File: src/rtl/la_ibuf_filter.sv
// Pad-side input conditioner: resynchronises an asynchronous pad input into clk,
// rejects pulses shorter than FILTER cycles and emits rise/fall/glitch strobes.
module la_ibuf_filter #(
   parameter string PROP       = "DEFAULT",
   parameter int    SYNCSTAGES = 2,
   parameter int    FILTER     = 4,
   parameter logic  RSTVAL     = 1'b0
) (
   input  logic clk,
   input  logic nreset,
   input  logic in,
   input  logic filten,
   output logic z,
   output logic rise,
   output logic fall,
   output logic glitch
);

   localparam int CW = (FILTER > 1) ? $clog2(FILTER + 1) : 1;

   // PROP only tags the implementation for downstream flows; it has no logic.
   if (PROP == "") begin : g_prop_unset
   end

   logic [SYNCSTAGES-1:0] sync;
   logic                  s;
   logic [CW-1:0]         cnt;
   logic [CW-1:0]         thr;

   assign s   = sync[SYNCSTAGES-1];
   assign thr = filten ? CW'(FILTER - 1) : '0;

   // Plain flop chain so the synthesis flow can recognise it as a synchroniser.
   always_ff @(posedge clk or negedge nreset) begin
      if (!nreset) begin
         sync <= {SYNCSTAGES{RSTVAL}};
      end else begin
         sync <= {sync[SYNCSTAGES-2:0], in};
      end
   end

   // A new level is accepted only after s has disagreed with z for thr+1 edges;
   // falling back to agreement before that aborts the pending transition.
   always_ff @(posedge clk or negedge nreset) begin
      if (!nreset) begin
         z      <= RSTVAL;
         cnt    <= '0;
         rise   <= 1'b0;
         fall   <= 1'b0;
         glitch <= 1'b0;
      end else begin
         rise   <= 1'b0;
         fall   <= 1'b0;
         glitch <= 1'b0;
         if (s == z) begin
            if (cnt != '0) begin
               cnt    <= '0;
               glitch <= 1'b1;
            end
         end else if (cnt < thr) begin
            cnt <= cnt + 1'b1;
         end else begin
            z    <= s;
            cnt  <= '0;
            rise <= s;
            fall <= ~s;
         end
      end
   end

endmodule
File: config.mk
export PLATFORM = sky130hd
export DESIGN_NAME = la_ibuf_filter
export DESIGN_NICKNAME = d
export VERILOG_FILES = /design/src/rtl/la_ibuf_filter.sv
export SDC_FILE = /design/constraint.sdc
export NUM_CORES = 1
export LEC_CHECK = 0
export ABC_AREA = 1
export CAP_MARGIN = 20
export CORE_AREA = 5 5 42 44
export DETAILED_ROUTE_END_ITERATION = 10
export DIE_AREA = 0 0 47 49
export SYNTH_ARGS = -nofsm -noshare
export SYNTH_HDL_FRONTEND = slang
export SYNTH_SLANG_ARGS = --single-unit
File: constraint.sdc
create_clock -name clk -period 1.2 [get_ports clk]
set_input_delay 0.24 -clock clk [delete_from_list [all_inputs] [get_ports clk]]
set_output_delay 0.24 -clock clk [all_outputs]
set_load 0.02 [all_outputs]
==> results of run 1 <==
metrics by stage:
stage	hold WS, ps	setup WS, ps	cell area, um^2	util
after floorplan	-55.6	104	439	-
after global placement	334	-322	544	0.388
after detailed placement	346	-328	544	0.388
after CTS	280	8.35	581	0.414
after global routing	295	10.8	593	0.423
final	271	58.7	593	0.423
layout make-up:
class,count,area share
Timing Repair Buffer,9,0.148
Inverter,10,0.0633
Sequential cell,9,0.380
Clock buffer,4,0.0443
Tap cell,16,0.0338
Multi-Input combinational cell,29,0.331
synthesized netlist by cell type:
cell	number	area, um^2
nand2_1	10	37.5
nand3_1	4	20.0
a21oi_4	1	16.3
ha_1	3	37.5
nand2_4	2	22.5
nand2_2	2	12.5
nor2_2	1	6.26
inv_2	3	11.3
a21oi_1	1	5.00
inv_1	7	26.3
nor2_1	5	18.8
dfrtp_1	9	225
state kept, by name, summed over array words and instances, names as in the netlist:
name	flops
rise	1
glitch	1
cnt	3
z	1
sync	2
fall	1
power breakdown:
group / switching, mW / internal, mW / total [mW]
clock network: 0.0954 / 0.127 / 0.223
registers: 0.0484 / 0.379 / 0.428
logic: 0.339 / 0.235 / 0.574
total: 0.483 / 0.742 / 1.22
repair_timing:
| item | CTS | global route |
|---|---|---|
| endpoints found under the setup margin | 8 | 7 |
| resized for setup | 7 | 8 |
| pin swaps | 0 | 0 |
how the worst max path moves through the flow:
| stage | to | slack [ps] |
|---|---|---|
| floorplan | z | 100 |
| global placement | z | -320 |
| detailed placement | z | -330 |
| CTS | glitch | 8 |
| global route | glitch | 10 |
| finish | z | 60 |
kinds of logic (layout without fill, tap and decap cells):
family	count (synthesis)	after routing	share of synthesized area
flops	9	9	0.513
fa+ha+maj	3	3	0.0855
buf+inv	10	23	0.0855
compound gates	2	2	0.0484
simple gates	24	24	0.268
metal layers:
layer	track usage	routed length, um	vias up
li1	-	-	169
met1	0.0890	286	150
met2	0.102	345	11
met3	0.0664	57	2
met4	0.0276	6	0
met5	0	0	-
placed cells by master (no fill, tap or decap), drive strengths merged:
| cell type | Yosys | routed |
|---|---|---|
| dfrtp | 9 | 9 |
| clkdlybuf4s15 | 0 | 4 |
| nand3 | 4 | 4 |
| nor2 | 6 | 6 |
| buf | 0 | 2 |
| nand2 | 14 | 14 |
| clkdlybuf4s50 | 0 | 2 |
| dlymetal6s2s | 0 | 1 |
| ha | 3 | 3 |
| clkbuf | 0 | 4 |
| inv | 10 | 10 |
| a21oi | 2 | 2 |
==> qor.csv, run 1 <==
metric,value,unit
status,completed,
kind of cell adding the most delay to the critical path,flip-flops,
antenna-violating nets left,0,
Root Driver,clkbuf_4,
Nets,69,
Pre-antenna DRT Iters,4,
TNS Setup,0,ps
DRC Markers,0,
Final Max Tran Viols,0,
Ys Warns,0,
reg2reg setup slack,120,ps
crit-path max FO,2,
f_max,876,MHz
CP Capture Type,primary output,
Layout Skew,3.79,ps
Worst path max stage delay,370,ps
P_leak,0.311,nW
fin crit period,1140,ps
core area,0.00140,mm^2
vertical die dimension,49,um
postcts setup bufs,0,
pwr dens,2060,mW/mm^2
"Seq/Total Area, Yosys",0.513,
clock sinks,9,
hold buffers post-CTS,0,
vias in the first global route,295,
Post-Route WL,696,um
Syn Area/Cell,9.15,um^2
area of the die,0.00230,mm^2
Post-Layout Cell Count,77,
CP max stage cell,dfrtp_1,
critical path depth in cells,1,
placed cells,73,
# port buffers,7,
clk slew on worst S/H paths,60,ps
Peak VDD IR,862,uV
area delta synth->final,35.0,%
"Cell Area, Synth",439,um^2
htree depth,1,
worst skew pair latency,250,ps
total power,1.22,mW
Yosys cell types,12,
Crit Reg-Reg Startpoint,cnt[1],
TritonCTS buffer count,3,
period utilisation layout,0.951,
crit-path cells,clkdlybuf4s15_1,
largest net degree at the start of global routing,10,
Slew @ Worst Pin,387,ps
routed vias/inst,4.31,
vias,332,
first-pass GRT wire length,1210,um
RSZ-0062 raised after global routing,no,
Antenna Cells,0,
initial core utilization,0.313,
final number of hold-violating endpoints,0,
Worst EP arrival,900,ps
R2R cell count,7,
synthesis-stage register bit count,9,
initial DRC count,6,
GP Congestion,0.730,
CP required,960,ps
"Buf+Inv Stages, Crit Path",1,
share of cells above drive strength 1,0.328,
Reg-to-Reg End,z,
wire per inst,9.04,um
critical path type,reg2out,
initial antenna violation count,0,
Die X,47,um
Reg area,225,um^2
multi-input logic area,196,um^2
syn_nets,55,
Slew headroom,0.742,
final-layout fill cell count,149,
cell row count,14,
Tightest Hold Check Type,in2async,
crit start category,flip-flop,
io pins,8,
Worst Setup SP,z,
Post-Synthesis Cells,48,
Clock Tree Buf Depth,2,
GR Overflow Total,0,
MaxCap Viol Count,0,
TritonCTS clock tree,yes,
final setup vio count,0,
Overall Global Routing Usage,0.0770,
Power figures use the tool's default switching activity.
==> run 2, diff against run 1 <==
--- a/config.mk
+++ b/config.mk
@@ -6,7 +6,7 @@
 export NUM_CORES = 1
 export LEC_CHECK = 0
 export ABC_AREA = 1
-export CAP_MARGIN = 20
+export CAP_MARGIN = 25
 export CORE_AREA = 5 5 42 44
 export DETAILED_ROUTE_END_ITERATION = 10
 export DIE_AREA = 0 0 47 49
==> results of run 2 <==
Same layout as run 1: the final DEF is identical, and so are final timing and power.
